## config.mk

```make
export PLATFORM = sky130hd
export DESIGN_NAME = multicycle_main_control
export DESIGN_NICKNAME = d
export VERILOG_FILES = /design/src/rtl/multicycle_main_control_pkg.sv /design/src/rtl/multicycle_main_control_mem_watchdog.sv /design/src/rtl/multicycle_main_control.sv
export SDC_FILE = /design/constraint.sdc
export NUM_CORES = 1
export LEC_CHECK = 0
export ABC_AREA = 1
export BUFFER_PORTS_ARGS = -buffer_cell sky130_fd_sc_hd__buf_2
export CORE_MARGIN = 5
export CORE_UTILIZATION = 52
export DETAILED_ROUTE_END_ITERATION = 12
export GPL_TIMING_DRIVEN = 0
export HOLD_SLACK_MARGIN = 0.05
export PLACE_DENSITY = 0.84
export SYNTH_ARGS = -nofsm -noshare
export SYNTH_HDL_FRONTEND = slang
export SYNTH_SLANG_ARGS = --single-unit
```

## constraint.sdc

```tcl
create_clock -name clk -period 3.1 [get_ports clk]
set_input_delay 0.465 -clock clk [delete_from_list [all_inputs] [get_ports clk]]
set_output_delay 0.465 -clock clk [all_outputs]
set_load 0.01 [all_outputs]
```

## src/rtl/multicycle_main_control_pkg.sv

```systemverilog
// Shared encodings for the multicycle MIPS control path: opcodes, ALU op codes,
// controller state numbering and datapath mux selects.
package multicycle_main_control_pkg;

  localparam logic [5:0] OP_R    = 6'b000000;
  localparam logic [5:0] OP_LW   = 6'b100011;
  localparam logic [5:0] OP_SW   = 6'b101011;
  localparam logic [5:0] OP_BEQ  = 6'b000100;
  localparam logic [5:0] OP_BNE  = 6'b000101;
  localparam logic [5:0] OP_J    = 6'b000010;
  localparam logic [5:0] OP_ADDI = 6'b001000;

  // Bit 2 is reserved for future ALU-control extensions and is never driven.
  localparam logic [2:0] ALUOP_ADD   = 3'b000;
  localparam logic [2:0] ALUOP_SUB   = 3'b001;
  localparam logic [2:0] ALUOP_FUNCT = 3'b010;

  localparam logic [1:0] SRCB_REG    = 2'b00;
  localparam logic [1:0] SRCB_FOUR   = 2'b01;
  localparam logic [1:0] SRCB_IMM    = 2'b10;
  localparam logic [1:0] SRCB_IMM_SH = 2'b11;

  localparam logic [1:0] PCSRC_ALU    = 2'b00;
  localparam logic [1:0] PCSRC_ALUOUT = 2'b01;
  localparam logic [1:0] PCSRC_JUMP   = 2'b10;

  typedef enum logic [3:0] {
    S_FETCH     = 4'd0,
    S_DECODE    = 4'd1,
    S_MEM_ADDR  = 4'd2,
    S_MEM_RD    = 4'd3,
    S_MEM_WB    = 4'd4,
    S_MEM_WR    = 4'd5,
    S_EXEC_R    = 4'd6,
    S_R_WB      = 4'd7,
    S_BRANCH    = 4'd8,
    S_JUMP      = 4'd9,
    S_ADDI_EXEC = 4'd10,
    S_ADDI_WB   = 4'd11
  } state_t;

  function automatic logic is_mem_state(input state_t s);
    return (s == S_FETCH) || (s == S_MEM_RD) || (s == S_MEM_WR);
  endfunction

endpackage

```

## src/rtl/multicycle_main_control_mem_watchdog.sv

```systemverilog
// Per-access timeout counter: counts stalled memory cycles and flags the cycle
// on which the access has waited TIMEOUT cycles without completing.
module multicycle_main_control_mem_watchdog #(
  parameter int TIMEOUT = 15,
  parameter int CNT_W   = 4
) (
  input  logic clk,
  input  logic rst,
  input  logic clear,
  input  logic enable,
  output logic expire
);

  localparam logic [CNT_W-1:0] LAST = CNT_W'((TIMEOUT > 0) ? TIMEOUT - 1 : 0);

  logic [CNT_W-1:0] cnt;

  assign expire = (TIMEOUT != 0) && enable && (cnt == LAST);

  always_ff @(posedge clk) begin
    if (rst || clear) cnt <= '0;
    else if (enable)  cnt <= cnt + CNT_W'(1);
  end

endmodule

```

## src/rtl/multicycle_main_control.sv

```systemverilog
// Moore main control FSM for the multicycle MIPS datapath, with a watchdog that
// aborts memory accesses whose ready handshake never arrives.
module multicycle_main_control
  import multicycle_main_control_pkg::*;
#(
  parameter int MEM_TIMEOUT = 15,
  parameter int CNT_W       = 4
) (
  input  logic       clk,
  input  logic       rst,
  input  logic [5:0] opcode,
  input  logic       mem_ready,
  output logic       pc_write,
  output logic       pc_write_cond,
  output logic       branch_ne,
  output logic       i_or_d,
  output logic       mem_read,
  output logic       mem_write,
  output logic       ir_write,
  output logic       mem_to_reg,
  output logic       reg_dst,
  output logic       reg_write,
  output logic       alu_src_a,
  output logic [1:0] alu_src_b,
  output logic [1:0] pc_source,
  output logic [2:0] alu_op,
  output logic       illegal_op,
  output logic       mem_fault,
  output logic [3:0] state
);

  state_t cur, nxt;
  logic   expire;

  // A fault re-entering FETCH from FETCH still counts as a fresh access.
  multicycle_main_control_mem_watchdog #(
    .TIMEOUT (MEM_TIMEOUT),
    .CNT_W   (CNT_W)
  ) u_watchdog (
    .clk    (clk),
    .rst    (rst),
    .clear  ((nxt != cur) || expire),
    .enable (is_mem_state(cur) && !mem_ready),
    .expire (expire)
  );

  always_ff @(posedge clk) begin
    if (rst) cur <= S_FETCH;
    else     cur <= nxt;
  end

  assign state = rst ? S_FETCH : cur;

  always_comb begin
    nxt           = cur;
    pc_write      = 1'b0;
    pc_write_cond = 1'b0;
    branch_ne     = 1'b0;
    i_or_d        = 1'b0;
    mem_read      = 1'b0;
    mem_write     = 1'b0;
    ir_write      = 1'b0;
    mem_to_reg    = 1'b0;
    reg_dst       = 1'b0;
    reg_write     = 1'b0;
    alu_src_a     = 1'b0;
    alu_src_b     = SRCB_REG;
    pc_source     = PCSRC_ALU;
    alu_op        = ALUOP_ADD;
    illegal_op    = 1'b0;
    mem_fault     = expire;

    case (cur)
      S_FETCH: begin
        mem_read  = 1'b1;
        alu_src_b = SRCB_FOUR;
        ir_write  = mem_ready;
        pc_write  = mem_ready;
        if (mem_ready)   nxt = S_DECODE;
        else if (expire) nxt = S_FETCH;
      end
      S_DECODE: begin
        alu_src_b = SRCB_IMM_SH;
        case (opcode)
          OP_LW, OP_SW:   nxt = S_MEM_ADDR;
          OP_R:           nxt = S_EXEC_R;
          OP_BEQ, OP_BNE: nxt = S_BRANCH;
          OP_J:           nxt = S_JUMP;
          OP_ADDI:        nxt = S_ADDI_EXEC;
          default: begin
            illegal_op = 1'b1;
            nxt        = S_FETCH;
          end
        endcase
      end
      S_MEM_ADDR: begin
        alu_src_a = 1'b1;
        alu_src_b = SRCB_IMM;
        nxt       = (opcode == OP_LW) ? S_MEM_RD : S_MEM_WR;
      end
      S_MEM_RD: begin
        mem_read = 1'b1;
        i_or_d   = 1'b1;
        if (mem_ready)   nxt = S_MEM_WB;
        else if (expire) nxt = S_FETCH;
      end
      S_MEM_WB: begin
        reg_write  = 1'b1;
        mem_to_reg = 1'b1;
        nxt        = S_FETCH;
      end
      S_MEM_WR: begin
        mem_write = 1'b1;
        i_or_d    = 1'b1;
        if (mem_ready || expire) nxt = S_FETCH;
      end
      S_EXEC_R: begin
        alu_src_a = 1'b1;
        alu_op    = ALUOP_FUNCT;
        nxt       = S_R_WB;
      end
      S_R_WB: begin
        reg_write = 1'b1;
        reg_dst   = 1'b1;
        nxt       = S_FETCH;
      end
      S_BRANCH: begin
        alu_src_a     = 1'b1;
        alu_op        = ALUOP_SUB;
        pc_write_cond = 1'b1;
        pc_source     = PCSRC_ALUOUT;
        branch_ne     = (opcode == OP_BNE);
        nxt           = S_FETCH;
      end
      S_JUMP: begin
        pc_write  = 1'b1;
        pc_source = PCSRC_JUMP;
        nxt       = S_FETCH;
      end
      S_ADDI_EXEC: begin
        alu_src_a = 1'b1;
        alu_src_b = SRCB_IMM;
        nxt       = S_ADDI_WB;
      end
      S_ADDI_WB: begin
        reg_write = 1'b1;
        nxt       = S_FETCH;
      end
      default: nxt = S_FETCH;
    endcase

    // Reset silences every strobe in the same cycle, abandoning any access.
    if (rst) begin
      pc_write      = 1'b0;
      pc_write_cond = 1'b0;
      branch_ne     = 1'b0;
      i_or_d        = 1'b0;
      mem_read      = 1'b0;
      mem_write     = 1'b0;
      ir_write      = 1'b0;
      mem_to_reg    = 1'b0;
      reg_dst       = 1'b0;
      reg_write     = 1'b0;
      alu_src_a     = 1'b0;
      alu_src_b     = SRCB_REG;
      pc_source     = PCSRC_ALU;
      alu_op        = ALUOP_ADD;
      illegal_op    = 1'b0;
      mem_fault     = 1'b0;
    end
  end

endmodule

```

* After elaboration in Yosys (flattened, before gate mapping)
Index checks and enable logic that the tools add are counted.
Word-level totals: register bits after elaboration 8, input bits 9, output and inout port bits 24, logic and storage cells 80
Cells by class: $add $sub $neg 1, equal/unequal tests 19, muxes and demuxes 40, reductions and logical operators 18
Operators with widths (count):
- $pmux 4 s7 | 1
- $mux 1 | 25
- $eq 4x4->1 const B | 5
- $mux 4 | 5
- $pmux 4 s5 | 1
- $eq 4x3->1 const B | 4
- $eq 6x3->1 const B | 2
- $eq 6x6->1 const B | 2
- $reduce_or 2->1 | 5
- $eq 4x2->1 const B | 2
- $pmux 2 s2 | 2
- $reduce_or 7->1 | 1
- $eq 6x2->1 const B | 1
- $eq 6x4->1 const B | 1
- $logic_not 6->1 | 1
- $mux 3 | 2
- $pmux 2 s3 | 1
- $logic_or 1x1->1 | 5
- $add 4x1->4 const B | 1
- $eq 4x1->1 const B | 1
- $logic_not 4->1 | 1
- $mux 2 | 2
- $ne 4x4->1 | 1
- $reduce_or 4->1 | 1
- 4 further kinds | 5

* Depth between registers and ports, before layout
Gate-level depths: netlist of run 1.
word-level depth 11, depth in mapped cells 13, mapped depth without buffers 12

* By module
Synthesis of run 1 repeated with hierarchy kept, for this count alone.
Second synthesis, totals: cell total of the unflattened synthesis 165, area total of the unflattened synthesis 903.4 sq um
By module, submodules not included:
- multicycle_main_control | instances 1, cells each 138, area an instance 709.4 sq um, sequential area each 80.1 sq um
- multicycle_main_control_mem_watchdog | instances 1, cells each 27, area an instance 193.9 sq um, sequential area each 80.1 sq um

* Worst setup path before layout of run 1
OpenSTA, ideal clock, no wires.
path kind reg-to-output, start reg cur[3], end out illegal_op, arrival time 1341 ps, data required time 2635 ps, path slack 1294 ps, cell stages (with the launch flop) 6, buffers on the path 0, cell sequence dfxtp_1 > nor2_2 > nand2_1 > inv_1 > nand2_1 > nor4_1
Between the ends: longest elaborated chain between the ends 3
Ends and longest elaborated chain:
- start, declared | RTL line multicycle_main_control.sv:32 | state_t cur, nxt;
- start signal, assigned | RTL line multicycle_main_control.sv:49 | else cur <= nxt;
- $eq 4x1->1 | RTL line multicycle_main_control.sv:73 | case (cur)
- $mux 1 | RTL line multicycle_main_control.sv:73
- $mux 1 | RTL line multicycle_main_control.sv:153 | if (rst) begin
- end, declared | RTL line multicycle_main_control.sv:27 | output logic illegal_op,
Every way passes these cells.

* Worst setup path in the final report of run 1
start reg cur[3], end out alu_src_a
Between the ends: longest elaborated chain between the ends 4, elaborated cells on any way between the ends 7, those cells by class eq/ne: 4; mux: 2; reduce/logical: 1
Ends and longest elaborated chain:
- $eq 4x4->1 (tied with other cells) | RTL line multicycle_main_control.sv:73
- $reduce_or 4->1 (no line) *
- $mux 1 * | RTL line multicycle_main_control.sv:73
- $mux 1 * | RTL line multicycle_main_control.sv:153
- end, declared | RTL line multicycle_main_control.sv:23 | output logic alu_src_a,
Mark *: on every way between the ends. The rest lies on a longest branch, timed or not.

==> reports/qor.txt, run 1 <==
Die H: 50.69 um
Max Clk Rate: 434.3 MHz
hold buffers post-CTS: 0
post-synthesis register bit count: 8
CTS clock-pin slew for the worst setup and hold paths: 0.06 ns
combinational power share: 30.0%
Required @ worst endpoint: 2.63 ns
Hold Crit Class: register to register
Final TNS setup: 0 ns
Critical Path Fanout Max: 5
Adder-Cell Fraction of Synth Area: 2.907%
R2R Path Start: cur[3]
Internal: 0.1795 mW
share of layout cells above drive strength 1: 28.18%
maximum VDD drop: 0.1774 mV
share of power burned in registers: 40.4%
Clock Sinks: 8
Worst path top cell family by delay: simple AND/OR/NAND/NOR gates
P_sw: 0.09324 mW
Synth Warn #: 0
post-synthesis sequential area ratio: 18.60%
sw frac: 34.18%
Final setup viols: 0
post-synthesis mux area share: 0%
crit share post-route: 74.28%
DRC: 0
CP endpoint kind: output pin
Root Buffer: clkbuf_4
wire per inst: 11.04 um
CP startpoint: cur[3]
global-route wire length before repair: 3.732 mm
DRT antenna net count: 0
RSZ-0062 raised after global routing: no
largest family of logic cells by synthesized area: simple AND/OR/NAND/NOR gates
htree depth: 1
Die W: 50.69 um
Post-CTS Setup Inserts: 0
pin count of the biggest net entering global routing: 11
outcome: finished, final reports clean
GRT Overall Usage: 18.07%
TritonCTS clock tree: built
CP most frequent cell: inv_1
clock network fraction of design power: 29.6%
CP Data Arrival Time: 1.84 ns
grt ovf: 0
Routability Congestion: 0.8089
CTS max path bufs: 2
Buf/Inv on CP: 3
row cnt: 14
I/O pin count: 33
Critical Path Source Type: register
die area: 0.002569 mm^2
Synth Area in Compound Gates: 13.52%
area post-placement: 0.001036 mm^2
1st-iter DRT viols: 7
routed wire length: 2.175 mm
simple-gate portion of the synthesized area: 48.26%
diodes inserted: 0
cells along the critical path: nor2_2 > inv_1 > nor2_1 > inv_1 > a41oi_1 > buf_2
syn_nets: 158
Vias: 1005
PostCTS Resize Cnt: 0
fin. max-slew vios: 0
vias in the first global route: 924
cell area after layout: 0.001059 mm^2
final hold vios: 0
initial antenna violation count: 0
area grow syn2layout: 22.97%
Post-Synth XOR/XNOR Area: 3.052%
PwrDens: 257.7 mW/mm^2
worst skew pair latency: 0.26 ns
Synth Instances: 147
mean area per synthesized cell: 5.856 um^2
Initial Util: 55.84%
CORE AREA: 0.001541 mm^2
Max Cap Viol: 0
Synth cell types: 31
Final WS setup: 0.7973 ns
leakage power: 0.5814 nW
synthesized area: 860.8 um^2
IO buf count: 31
clock skew: 0.005103 ns
CP max stage delay: 0.36 ns
Post-DP HPWL: 1.808 mm
HP Start: u_watchdog.cnt[3]
Total Nets Final: 194
Num CTS Buffers: 3
CP max stage cell: dfxtp_1
kind of critical path: register to output pin
Final Power: 0.2728 mW
pre-CTS WS: 1.087 ns
1st-pass router iterations: 4
vias per inst: 5.102
min Tclk post-route: 2.303 ns
==> tightest hold or removal path: stages, from the launching register on <==
cell and delay (ns):
dfxtp_1 0.34, xor2_1 0.07, inv_1 0.04, nor2_1 0.03
==> through the flow <==
step	hold WS (ns)	util [%]	instances
finish	0.5337	68.67	197
global route	0.5666	68.67	197
CTS	0.5293	68.67	197
detailed placement	0.5167	67.21	194
global placement	0.5183	67.21	194
floorplan	0.4943	-	147
==> layout by cell type (no fill, tap or decap) <==
master    netlist  final
a21oi_1         7      7
a21oi_4         1      1
o211ai_1        2      2
nand4_1         2      2
nand3_2         1      1
dfxtp_1         8      8
nand3_4         2      2
buf_2           1     32
nand2_4         2      2
nor2_2          4      4
inv_1          21     21
nor3_1          4      4
a31oi_1         1      1
xnor2_1         1      1
xor2_1          2      2
buf_1           1      1
o21ai_0         4      4
o31ai_1         1      1
ha_1            2      2
nand2_1        28     28
clkbuf_4        0      3
buf_4           2      2
a41oi_1         1      1
inv_2           2      2
nand3_1         8      8
nor4_1          1      1
conb_1          1      1
clkbuf_1        1      1
nor2_1         32     32
a211oi_1        1      1
and3_1          1      1
nand2_2         2      2
==> worst paths after layout <==
path / to / slack [ns] / depth (start not counted)
setup / recovery: alu_src_a / 0.80 / 6
hold / removal: u_watchdog.cnt[3] / 0.53 / 3
setup reg to reg: u_watchdog.cnt[1] / 1.45 / 9
hold reg to reg: u_watchdog.cnt[3] / 0.53 / 3
==> power by group through the flow <==
stage	Clock [mW]	Sequential, mW	Combinational, mW
global placement	0	0.112	0.0791
floorplan	0	0.111	0.0575
detailed placement	0	0.112	0.0812
CTS	0.0820	0.110	0.0817
global route	0.0919	0.111	0.0921
finish	0.0808	0.110	0.0819
==> per-layer routing <==
metal | share of wire [%] | wire (um) | GRT usage [%]
met5 | 0 | 0 | 0
met4 | 0.83 | 18 | 6.383
met3 | 8.3 | 180 | 4.142
met2 | 48 | 1037 | 31.40
met1 | 43 | 937 | 21.38
==> layout make-up <==
| class | instances | area [um^2] |
|---|---|---|
| multi-input combinational | 111 | 586.8 |
| tap | 16 | 20.02 |
| fill | 159 | 483.0 |
| inverter | 23 | 86.33 |
| sequential | 8 | 160.2 |
| buffer | 5 | 27.53 |
| timing repair buffer | 31 | 155.1 |
| clock buffer | 3 | 22.52 |
==> flip-flops by register name, indices dropped and copies added (netlist names) <==
signal / count
cur: 4
u_watchdog.cnt: 4
==> logic make-up after synthesis <==
kind of cell / Yosys count
xor+xnor: 3
other cells: 1
fa+ha+maj: 2
compound gates: 18
flops: 8
buf+inv: 28
simple gates: 87
==> synth_stat cells, drive strengths merged <==
master | count | area [um^2]
nor3 | 4 | 20.02
nand4 | 2 | 12.51
dfxtp | 8 | 160.2
o211ai | 2 | 15.01
ha | 2 | 25.02
nor4 | 1 | 6.260
a41oi | 1 | 8.760
xor2 | 2 | 17.52
o21ai | 4 | 20.02
a21oi | 8 | 51.30
a31oi | 1 | 6.260
nor2 | 36 | 145.1
nand2 | 32 | 140.1
inv | 23 | 86.34
o31ai | 1 | 7.510
a211oi | 1 | 7.510
conb | 1 | 3.750
nand3 | 11 | 85.08
and3 | 1 | 6.260
clkbuf | 1 | 3.750
xnor2 | 1 | 8.760
buf | 4 | 23.76
(Power assumes the default switching activity.)
==> run 2, diff against run 1 <==
- ABC_AREA: 1 -> 0
- CORE_UTILIZATION: 52 -> 45
- PLACE_DENSITY: 0.84 -> 0.76
- clock period: 3.1 -> 2 ns (I/O delays scaled with it)
==> reports/qor.txt, run 2 <==
outcome: finished, final reports clean
vias per inst: 5.959
Synth Instances: 136
synthesized area: 969.7 um^2
Final setup viols: 0
R2R Path Start: cur[2]
number of flops mapped to enable cells by yosys: 0
Buf/Inv on CP: 1
Top Registers: cur (4), u_watchdog.cnt (4)
diodes inserted: 0
Vias: 1168
fill count: 204
leading area contributor after synthesis: dfxtp_1
vias in the first global route: 1059
hold buffers post-CTS: 0
initial antenna violation count: 0
async set-reset flop share out of synthesis: 0%
grt ovf: 0
die area: 0.003183 mm^2
clock skew: 0.002029 ns
Hold Crit Class: input pin to register
CP Data Arrival Time: 2.14 ns
I/O pin count: 33
Clock Sinks: 8
largest family of logic cells by synthesized area: simple AND/OR/NAND/NOR gates
1st-iter DRT viols: 32
top cells by area, synth: dfxtp_1, nor2b_1, nor2_1
fin util: 63.69%
Post-synth top cells: nor2_1, nor2b_1, dfxtp_1, o21ai_0
CP max stage cell: or4_1
worst skew pair latency: 0.26 ns
Max Cap Viol: 0
Rel. slew slack: 39.39%
htree depth: 1
HP Start: opcode[4]
Final TNS setup: 0 ns
dpl cells: 193
Layout Cells excl Fill: 196
Post-CTS Setup Inserts: 0
row cnt: 16
CORE AREA: 0.002002 mm^2
syn_nets: 147
Final Power: 0.4170 mW
pin count of the biggest net entering global routing: 11
Primary FF master, synth: dfxtp_1
Post-DP HPWL: 2.181 mm
simple-gate portion of the synthesized area: 43.35%
fin. max-slew vios: 0
global-route wire length before repair: 4.574 mm
Synth cell types: 52
mean area per synthesized cell: 7.130 um^2
Initial Util: 48.44%
Worst path top cell family by delay: simple AND/OR/NAND/NOR gates
Critical Path Source Type: register
Post-Synth XOR/XNOR Area: 0.9032%
DRC: 0
Num CTS Buffers: 3
most frequent cells in the layout: buf_2, nor2b_1, nor2_1
Die H: 56.42 um
Synth Area in Compound Gates: 26.06%
Routability Congestion: 0.9233
CTS max path bufs: 2
cells along the critical path: buf_6 > or2_0 > mux2_4 > or4_1 > a2111oi_2
DRT antenna net count: 0
TritonCTS clock tree: built
CP max stage delay: 0.50 ns
kind of critical path: register to register
wire per inst: 15.13 um
Required @ worst endpoint: 2.15 ns
IO buf count: 30
1st-pass router iterations: 4
leakage power: 0.5450 nW
Total Nets Final: 182
commonest non-fill, non-tap cell in the layout: buf_2
Max Clk Rate: 502.6 MHz
share of layout cells above drive strength 1: 33.73%
Die W: 56.42 um
Root Buffer: clkbuf_4
area grow syn2layout: 31.48%
crit share post-route: 99.48%
routed wire length: 2.966 mm
post-synthesis register bit count: 8
Synth Warn #: 0
CTS clock-pin slew for the worst setup and hold paths: 0.06 ns
Adder-Cell Fraction of Synth Area: 2.581%
final hold vios: 0
Critical Path Fanout Max: 9
Synth top area share: 16.52%
GRT Overall Usage: 17.59%
PwrDens: 327.1 mW/mm^2
post-synthesis mux area share: 1.548%
maximum VDD drop: 0.2043 mV
Tightest Pin Transition: 0.9037 ns
min Tclk post-route: 1.990 ns
post-synthesis sequential area ratio: 16.52%
CP startpoint: cur[2]
CP endpoint kind: register
run 2: changes by cell type after synthesis, sizes merged, moves of 6 or more:
| cell | change |
|---|---|
| a21oi | -6 |
| clkbuf | +6 |
| inv | -18 |
| nand2 | -25 |
| nand3 | -7 |
| nor2 | -25 |
| nor2b | +11 |
run 2: worst register-to-register path, delay by kind of cell (launching register included):
kind | cells | cell delay [ns]
mux | 1 | 0.32
simple gates | 2 | 0.71
flops | 1 | 0.31
buf+inv | 1 | 0.13
compound gates | 1 | 0.40
run 2: worst paths after layout:
kind	depth (start not counted)	slack, ns	endpoint
max	5	0.01	u_watchdog.cnt[1]
min	4	0.49	cur[1]
max reg2reg	5	0.01	u_watchdog.cnt[1]
min reg2reg	2	0.54	u_watchdog.cnt[3]
run 2: repair_timing:
item,CTS,global route
pin swaps,0,2
cloned,0,0
setup endpoints to repair,6,10
resized for setup,8,20
run 2: cells by family after synthesis:
| group | after synthesis |
|---|---|
| multiplexers | 1 |
| buffers and inverters | 17 |
| XOR/XNOR | 1 |
| other | 1 |
| adder cells (fa/ha/maj) | 2 |
| flip-flops | 8 |
| AO/OA/AOI/OAI | 34 |
| AND/OR/NAND/NOR | 72 |
run 2: final cells by class:
class	count	area [um^2]	share of cell area, %
multi-input cells	111	810.8	63.59
flip-flops and latches	8	160.2	12.56
repair buffers	30	150.1	11.78
plain buffers	12	78.83	6.183
well taps	27	33.78	2.650
clock buffers	3	22.52	1.766
inverters	5	18.77	1.472
run 2: where the power goes:
| group | total (mW) | internal (mW) | switching (mW) | leakage, nW |
|---|---|---|---|---|
| logic | 0.119 | 0.0468 | 0.0724 | 0.466 |
| clock network | 0.133 | 0.0693 | 0.0637 | 0.0138 |
| registers | 0.165 | 0.163 | 0.00224 | 0.0648 |
run 2: through the flow:
step	worst slack (ns)	hold slack, ns	cell area, um^2
after floorplan	0.1371	0.4765	969.7
after global placement	0.08228	0.4948	1154
after detailed placement	0.04612	0.5116	1154
after CTS	0.01054	0.4792	1200
after global routing	-0.07092	0.5288	1275
final	0.01035	0.4889	1275
run 2: metal layers:
layer / track usage (%) / part of all wire [%]
met1: 20.46 / 44
met2: 31.68 / 50
met3: 2.523 / 5.3
met4: 7.119 / 1.0
met5: 0 / 0
==> run 3, diff against run 2 <==
- BUFFER_PORTS_ARGS: -buffer_cell sky130_fd_sc_hd__buf_2 -> not set
- CORE_UTILIZATION: 45 -> 56
- DONT_BUFFER_PORTS: not set -> 1
- PLACE_DENSITY: 0.76 -> 0.74
==> reports/qor.txt, run 3 (same netlist as run 2, synthesis figures left out) <==
leakage power: 0.3921 nW
CTS max path bufs: 2
RSZ-0062 raised after global routing: yes
Die H: 51.61 um
M1 GR Usage: 30.43%
Clock Sinks: 8
Layout Cells excl Fill: 157
htree depth: 1
min Tclk post-route: 1.939 ns
routed wire length: 2.658 mm
outcome: finished, final reports clean
row cnt: 15
Max Cap Viol: 0
Routability Congestion: 0.9083
wire per inst: 16.93 um
Post-DP HPWL: 1.949 mm
path depth of the worst reg2reg path: 5
pre-CTS WS: -0.02686 ns
1st-pass router iterations: 4
die area: 0.002664 mm^2
clock skew: 0.005216 ns
Required @ worst endpoint: 2.14 ns
fill count: 154
final hold vios: 0
fin. max-slew vios: 0
Max Clk Rate: 515.6 MHz
Most Crowded Layer GR: met2
Critical Path Fanout Max: 9
dpl cells: 153
Final TNS setup: 0 ns
vias in the first global route: 943
GR Util met3: 8.023%
CP Data Arrival Time: 2.08 ns
WHS Endpoint: cur[1]
Root Buffer: clkbuf_4
worst skew pair latency: 0.26 ns
Top Registers: cur (4), u_watchdog.cnt (4)
Tightest Pin Transition: 0.8743 ns
CORE AREA: 0.001689 mm^2
share of layout cells above drive strength 1: 20.00%
DRC: 0
most frequent cells in the layout: nor2b_1, nor2_1, o21ai_0, dfxtp_1, nand2_1
global-route wire length before repair: 4.450 mm
I/O pin count: 33
Initial Util: 57.41%
CTS clock-pin slew for the worst setup and hold paths: 0.05 ns
IO buf count: 0
HP Start: mem_ready
Hold Crit Class: input pin to register
kind of critical path: register to register
PwrDens: 353.0 mW/mm^2
1st-iter DRT viols: 36
worst r2r dst: u_watchdog.cnt[1]
global-route track usage on met2: 31.99%
Total Nets Final: 153
Vias: 1052
GRT Overall Usage: 22.26%
hold buffers post-CTS: 0
vias per inst: 6.701
Die W: 51.61 um
DRT antenna net count: 0
Final WS setup: 0.06061 ns
grt ovf: 0
R2R Path Start: cur[2]
Final setup viols: 0
Num CTS Buffers: 3
CP startpoint: cur[2]
Hold WS: 0.3185 ns
Rel. slew slack: 41.36%
crit share post-route: 96.97%
area grow syn2layout: 12.13%
WHS Path Cells: 3
CP endpoint kind: register
pin count of the biggest net entering global routing: 11
Critical Path Source Type: register
maximum VDD drop: 0.3724 mV
TritonCTS clock tree: built
initial antenna violation count: 0
diodes inserted: 0
Reg2Reg Setup Slack: 0.06 ns
[run 3: per-stage QoR]
step | cell area [um^2] | util [%] | total power [mW]
5_1_grt | 1087 | 64.37 | 0.4094
3_3_place_gp | 991.0 | 58.67 | 0.2491
2_1_floorplan | 969.7 | - | 0.2368
3_5_place_dp | 991.0 | 58.67 | 0.2509
6_report | 1087 | 64.37 | 0.3838
4_1_cts | 1055 | 62.44 | 0.3807
[run 3: per-layer routing]
| metal | vias to the layer above | share of wire [%] |
|---|---|---|
| met4 | 0 | 1.1 |
| met2 | 43 | 47 |
| met3 | 5 | 8.1 |
| met5 | - | 0 |
| met1 | 487 | 44 |
| li1 | 517 | - |
[run 3: final cells by class]
| cell class | count | area (um^2) | area share (%) |
|---|---|---|---|
| Multi-Input combinational cell | 111 | 787.0 | 72.38 |
| Sequential cell | 8 | 160.2 | 14.73 |
| Buffer | 12 | 70.07 | 6.444 |
| Clock buffer | 3 | 22.52 | 2.071 |
| Tap cell | 17 | 21.27 | 1.956 |
| Inverter | 5 | 18.77 | 1.726 |
| Timing Repair Buffer | 1 | 7.507 | 0.6905 |
[run 3: timing repair]
action,in CTS,in global routing
gates cloned,0,0
buffers inserted,0,1
endpoints found under the setup margin,5,7
pin swaps,0,3
hold endpoints to repair,0,0
gates resized for setup,11,9
[run 3: worst max path at each step]
stage / end / slack, ns / depth (start not counted)
global placement: branch_ne / -0.00001 / 5
detailed placement: branch_ne / -0.03 / 5
finish: u_watchdog.cnt[1] / 0.06 / 5
global route: u_watchdog.cnt[1] / -0.09 / 5
floorplan: u_watchdog.cnt[2] / 0.14 / 5
CTS: u_watchdog.cnt[0] / 0.02 / 5
[run 3: report_power, final]
group	switching (mW)	total, mW	leakage (nW)	internal [mW]
logic	0.0589	0.0962	0.314	0.0373
registers	0.00212	0.165	0.0648	0.163
clock network	0.0539	0.122	0.0138	0.0686
[run 3: worst max-delay path: stages (launching register included)]
cell       delay (ns)
dfxtp_1          0.30
buf_6            0.13
or2_0            0.22
mux2_4           0.32
or4_1            0.48
a2111oi_1        0.38
